==> src/rtl/define.v <==
// ============================================================================
//  define.v -- shared datapath and register-address widths
//  Rev 1.0
// ============================================================================
`default_nettype none
`ifndef DSIZE
`define DSIZE 16
`endif
`ifndef RSIZE
`define RSIZE 4
`endif
`default_nettype wire

==> src/rtl/wb_queue_pkg.sv <==
// ============================================================================
//  wb_queue_pkg -- shared types for the register write-back queue
//  Rev 1.0
// ============================================================================
`include "define.v"
`default_nettype none

package wb_queue_pkg;

   localparam int c_dw = `DSIZE;
   localparam int c_rw = `RSIZE;

   typedef struct packed {
      logic [c_rw-1:0] addr;
      logic [c_dw-1:0] data;
   } wb_entry_t;

endpackage

`default_nettype wire

==> src/rtl/wb_fifo.sv <==
// ============================================================================
//  wb_fifo -- circular entry store with two ordered push ports and one pop
//  Rev 1.0
// ============================================================================
`default_nettype none

module wb_fifo
   import wb_queue_pkg::*;
#(
   parameter int DEPTH = 4,
   localparam int PW = $clog2(DEPTH),
   localparam int CW = PW + 1
) (
   input  logic                  clk_i,
   input  logic                  rst_i,
   input  logic                  push_a_i,
   input  wb_entry_t             entry_a_i,
   input  logic                  push_b_i,
   input  wb_entry_t             entry_b_i,
   input  logic                  pop_i,
   output logic [CW-1:0]         count_o,
   output logic [PW-1:0]         rd_ptr_o,
   output wb_entry_t [DEPTH-1:0] mem_o
);

   logic [PW-1:0]         rd_ptr_q, rd_ptr_d;
   logic [PW-1:0]         wr_ptr_q, wr_ptr_d;
   logic [PW-1:0]         wr_b_ptr;
   logic [CW-1:0]         count_q, count_d;
   wb_entry_t [DEPTH-1:0] mem_q;

   // DEPTH is a power of two, so pointer overflow is the wrap to slot 0.
   always_comb begin
      rd_ptr_d = rd_ptr_q + PW'(pop_i);
      wr_ptr_d = wr_ptr_q + PW'(push_a_i) + PW'(push_b_i);
      wr_b_ptr = wr_ptr_q + PW'(push_a_i);
      count_d  = count_q + CW'(push_a_i) + CW'(push_b_i) - CW'(pop_i);
   end

   always_ff @(posedge clk_i) begin
      if (rst_i) begin
         rd_ptr_q <= '0;
         wr_ptr_q <= '0;
         count_q  <= '0;
      end else begin
         rd_ptr_q <= rd_ptr_d;
         wr_ptr_q <= wr_ptr_d;
         count_q  <= count_d;
      end
   end

   // Port b lands one slot after port a when both push together.
   always_ff @(posedge clk_i) begin
      if (push_a_i) begin
         mem_q[wr_ptr_q] <= entry_a_i;
      end
      if (push_b_i) begin
         mem_q[wr_b_ptr] <= entry_b_i;
      end
   end

   assign count_o  = count_q;
   assign rd_ptr_o = rd_ptr_q;
   assign mem_o    = mem_q;

endmodule

`default_nettype wire

==> src/rtl/wb_queue.sv <==
// ============================================================================
//  wb_queue -- register write-back queue merging ALU and load results,
//              with forwarding lookup of pending writes.  Rev 1.0
// ============================================================================
`default_nettype none

module wb_queue
   import wb_queue_pkg::*;
#(
   parameter int DEPTH = 4
) (
   input  logic            Clock,
   input  logic            Reset,
   input  logic            AluValid,
   input  logic [c_rw-1:0] AluAddr,
   input  logic [c_dw-1:0] AluData,
   input  logic            MemValid,
   input  logic [c_rw-1:0] MemAddr,
   input  logic [c_dw-1:0] MemData,
   output logic            InReady,
   input  logic            Stall,
   output logic            Wen,
   output logic [c_rw-1:0] WAddr,
   output logic [c_dw-1:0] WData,
   input  logic [c_rw-1:0] QAddr1,
   input  logic [c_rw-1:0] QAddr2,
   output logic            Hit1,
   output logic            Hit2,
   output logic [c_dw-1:0] FData1,
   output logic [c_dw-1:0] FData2,
   output logic            Empty
);

   localparam int PW = $clog2(DEPTH);
   localparam int CW = PW + 1;

   logic                  alu_push;
   logic                  mem_push;
   logic                  pop;
   wb_entry_t             alu_entry;
   wb_entry_t             mem_entry;
   wb_entry_t             head;
   logic [CW-1:0]         count;
   logic [PW-1:0]         rd_ptr;
   wb_entry_t [DEPTH-1:0] ents;

   // Two free slots guarantee room for a dual push.
   assign InReady   = (count <= CW'(DEPTH - 2));
   assign Empty     = (count == '0);
   assign alu_push  = AluValid && InReady && (AluAddr != '0);
   assign mem_push  = MemValid && InReady && (MemAddr != '0);
   assign alu_entry = '{addr: AluAddr, data: AluData};
   assign mem_entry = '{addr: MemAddr, data: MemData};

   // Pending entries are dropped, never written, when reset hits.
   assign pop   = !Empty && !Stall && !Reset;
   assign head  = ents[rd_ptr];
   assign Wen   = pop;
   assign WAddr = pop ? head.addr : '0;
   assign WData = pop ? head.data : '0;

   wb_fifo #(
      .DEPTH(DEPTH)
   ) u_fifo (
      .clk_i     (Clock),
      .rst_i     (Reset),
      .push_a_i  (alu_push),
      .entry_a_i (alu_entry),
      .push_b_i  (mem_push),
      .entry_b_i (mem_entry),
      .pop_i     (pop),
      .count_o   (count),
      .rd_ptr_o  (rd_ptr),
      .mem_o     (ents)
   );

   // Scans oldest to youngest so the last match is the youngest.
   function automatic logic [c_dw:0] fwd_lookup(
      input logic [c_rw-1:0]        qa,
      input logic [CW-1:0]          cnt,
      input logic [PW-1:0]          rp,
      input wb_entry_t [DEPTH-1:0]  e
   );
      logic [c_dw:0] r;
      logic [PW-1:0] idx;
      r = '0;
      for (int i = 0; i < DEPTH; i++) begin
         idx = rp + PW'(i);
         if ((qa != '0) && (CW'(i) < cnt) && (e[idx].addr == qa)) begin
            r = {1'b1, e[idx].data};
         end
      end
      return r;
   endfunction

   assign {Hit1, FData1} = fwd_lookup(QAddr1, count, rd_ptr, ents);
   assign {Hit2, FData2} = fwd_lookup(QAddr2, count, rd_ptr, ents);

endmodule

`default_nettype wire

==> config.mk <==
export PLATFORM = sky130hd
export DESIGN_NAME = wb_queue
export DESIGN_NICKNAME = d
export VERILOG_FILES = /design/src/rtl/wb_queue_pkg.sv /design/src/rtl/wb_fifo.sv /design/src/rtl/wb_queue.sv
export VERILOG_INCLUDE_DIRS = /design/src /design/src/rtl
export SDC_FILE = /design/constraint.sdc
export NUM_CORES = 1
export LEC_CHECK = 0
export CORE_MARGIN = 3
export CORE_UTILIZATION = 56
export DETAILED_ROUTE_END_ITERATION = 8
export PLACE_DENSITY_LB_ADDON = 0.25
export SYNTH_ARGS = -nofsm -noshare
export SYNTH_HDL_FRONTEND = slang
export SYNTH_HIERARCHICAL = 1
export SYNTH_SLANG_ARGS = --single-unit
==> constraint.sdc <==
create_clock -name Clock -period 3.9 [get_ports Clock]
set_input_delay 0.78 -clock Clock [delete_from_list [all_inputs] [get_ports Clock]]
set_output_delay 0.78 -clock Clock [all_outputs]
set_load 0.02 [all_outputs]
==> reports/results.txt <==
Layout Skew - 0.004114 ns
Antenna diodes - 0
RSZ-0062 raised after global routing - true
max incr delay on CP - 0.50 ns
switch share - 48.03%
HP Class - flip-flop to flip-flop
initial cell density of the core - 58.52%
WHS Path Cells - 2
Crit. Startpoint - QAddr1[1]
Syn Area/Cell - 7.744 um2
RD Place Congestion - 0.9304
largest net degree at the start of global routing - 98
FMAX - 0.2612 GHz
clock buffers created by TritonCTS - 9
Post-Synthesis Net Count - 1032
Crit path top cell by count - buf_4
Placed Instances - 1228
Clk network pwr share - 12.3%
die width - 122.0 um
GRT overflow - 0
Layout area overhead - 23.36%
final non-filler cell total - 1246
DR WL/cell - 19.49 um
Nets - 1128
crit path max fanout - 17
I/O Buffers - 109
Slew Viols, Final - 0
vias per cell - 6.518
Vias - 8122
Pwr Total - 7626 uW
fin util - 72.19%
sequential fraction of the synthesis area - 23.12%
Hold Vio Cnt, Final - 0
CTS Sinks - 87
FFs w/ async S/R, synth - 0%
final wirelength - 24290 um
Max Cap Viol - 0
Unique masters post-synth - 59
crit path capture type - primary output
R2R depth - 11
Comb pwr share - 62.3%
critical path's slowest cell - clkdlybuf4s50_1
Clk pin slew, worst setup/hold paths - 0.06 ns
number of setup violations in the final report - 0
cts hold-fix bufs - 0
cell row count - 41
die height - 122.0 um
fillers - 994
Cells after Synth - 973
EDFF count, synth - 0
H-tree Lvls - 3
CTS tree - built
Netlist Area Pre-Place - 7535 um2
core area - 12880 um2
Ports - 110
yosys warns - 6
# DRC - 0
root buf cell - clkbuf_16
first-pass GRT wire length - 38870 um
worst-skew pair later-pin latency - 0.34 ns
Psw - 3663 uW
total track usage - 32.50%
remaining antenna violation count - 0
status - complete, no violations
design area - 9295 um2
Die ar. - 14880 um2
Worst-Margin Slew - 0.9407 ns
min cycle time layout - 3.828 ns
fraction of layout cells with a size suffix above 1 - 21.79%
Critical Path AT - 3.05 ns
clk buf depth - 2
vias in the first global route - 7366
placed cell area - 9069 um2
Sequential Power Share - 25.4%
reg-to-reg startpoint - u_fifo/count_o[2]
Slew Limit Headroom - 37.29%
Startpoint Class - input pin
worst slack at placement - -0.4170 ns
Synth Flop Type - dfxtp_1
Worst Slack Setup Final - 0.07219 ns
DR pass1 iterations - 6
pwr dens - 820.4 nW/um2
Lkg Pwr - 0.003459 uW
#FFs+latches synth - 87
initial antenna violation count - 0
initial detailed-routing violation count - 1462
DP HPWL - 17360 um
crit share post-route - 98.15%
worst IR drop on VDD - 538.3 uV
Worst Path Required - 3.12 ns
Int Power - 3963 uW
CP Cell Sequence - clkdlybuf4s50_1, buf_4, xnor2_1, or3_1, a2111o_1, buf_4, o21ai_1, o22ai_1, clkdlybuf4s15_1
hold_sp - u_fifo/mem_o[54]
crit path kind - input pin to primary output
placed cells by master (no fill, tap or decap), types with 5 or more instances in the layout:
cell and n:
clkbuf_16 9, clkbuf_2 31, mux2i_1 40, nor3_1 97, mux2_2 64, a31oi_1 80, xnor2_1 23, or3_1 5
a221oi_1 37, buf_4 59, nand2_1 166, mux4_2 12, o21ai_1 7, nor3_2 8, dfxtp_1 85, inv_1 21
o211ai_1 17, a21oi_1 34, nor2_1 52, a221oi_2 11, buf_12 12, clkdlybuf4s50_1 75, xor2_1 9, o21ai_0 11
and3_1 5, and2_1 22, o22ai_1 18
cell usage after synthesis, types with 5 or more instances:
cell type  number  share of area (%)
and3_1          5               0.42
o22ai_1        18                1.5
buf_6           8                1.2
nand2_1       166                8.3
nor3_2          8                1.1
nor3_1         97                6.4
and2_1         22                1.8
o21ai_0        17                1.1
buf_1           6               0.30
or3_1           5               0.42
inv_1          21                1.0
a21oi_1        35                2.3
xnor2_1        24                2.8
buf_2          21                1.4
mux2_2         64                9.6
xor2_1          9                1.0
mux2i_1        40                5.3
a221oi_2        9                1.8
mux4_2         12                3.6
clkbuf_1       57                2.8
o211ai_1       17                1.7
dfxtp_1        87                 23
a221oi_1       39                4.5
nor2_1         53                2.6
a31oi_1        80                6.6
power by group through the flow:
stage	Combinational [uW]	Sequential, uW	Clock (uW)
after floorplan	3310	1670	0
after global placement	4570	1880	0
after detailed placement	4660	1910	0
after CTS	4640	1910	939
after global routing	5160	2000	980
final	4750	1940	938
sequential cells by signal (all words and copies together) (netlist names):
signal,cells
u_fifo/mem_o,80
u_fifo/rd_ptr_o,2
u_fifo/wr_ptr_q,2
u_fifo/count_o,3
stage by stage:
stage / hold WS [ns] / TNS, ns
floorplan: 0.4617 / 0
global placement: 0.4764 / -8.607
detailed placement: 0.4837 / -9.917
CTS: 0.4959 / 0
global route: 0.5167 / -0.04232
finish: 0.4987 / 0
layer usage:
layer	share of wire [%]	up-vias	global-route usage, %	routed length (um)
li1	-	3781	-	-
met5	0	-	0	0
met1	45	3718	49.00	10910
met4	1.8	0	9.174	440
met3	12	54	8.171	2992
met2	41	569	45.61	9944
area by class of cell:
| class | instances | area, um2 | share of cell area [%] |
|---|---|---|---|
| clock buffer | 13 | 260.3 | 2.800 |
| inverter | 21 | 78.83 | 0.8480 |
| timing repair buffer | 180 | 1617 | 17.39 |
| multi-input combinational | 770 | 5310 | 57.13 |
| tap | 172 | 215.2 | 2.315 |
| sequential | 87 | 1749 | 18.82 |
| clock inverter | 3 | 65.06 | 0.7000 |
critical path, delay by kind of cell:
kind / cells / cell delay (ns)
compound gates: 3 / 0.60
xor+xnor: 1 / 0.07
buf+inv: 4 / 1.17
simple gates: 1 / 0.41
final timing paths:
| check | endpoint | slack, ns |
|---|---|---|
| worst min-delay path | u_fifo/mem_o[54] | 0.50 |
| worst min register to register | u_fifo/mem_o[54] | 0.50 |
| worst max register to register | u_fifo/count_o[2] | 0.80 |
| worst max-delay path | FData1[3] | 0.07 |
what timing repair did:
action | CTS | global route
hold endpoints to repair | 0 | 0
endpoints found under the setup margin | 34 | 32
pin swaps | 1 | 1
buffers inserted | 1 | 1
gates resized for setup | 38 | 77
cells by family (layout without fill, tap and decap cells):
kind of cell    after synthesis  count (layout)  share of synthesized area [%]
fa+ha+maj                     6               6                          1.196
flops                        87              87                          23.12
simple gates                385             385                          23.85
compound gates              226             226                          21.40
xor+xnor                     35              35                          4.268
mux                         118             118                          19.00
buf+inv                     116             217                          7.174
(Power assumes the default switching activity.)
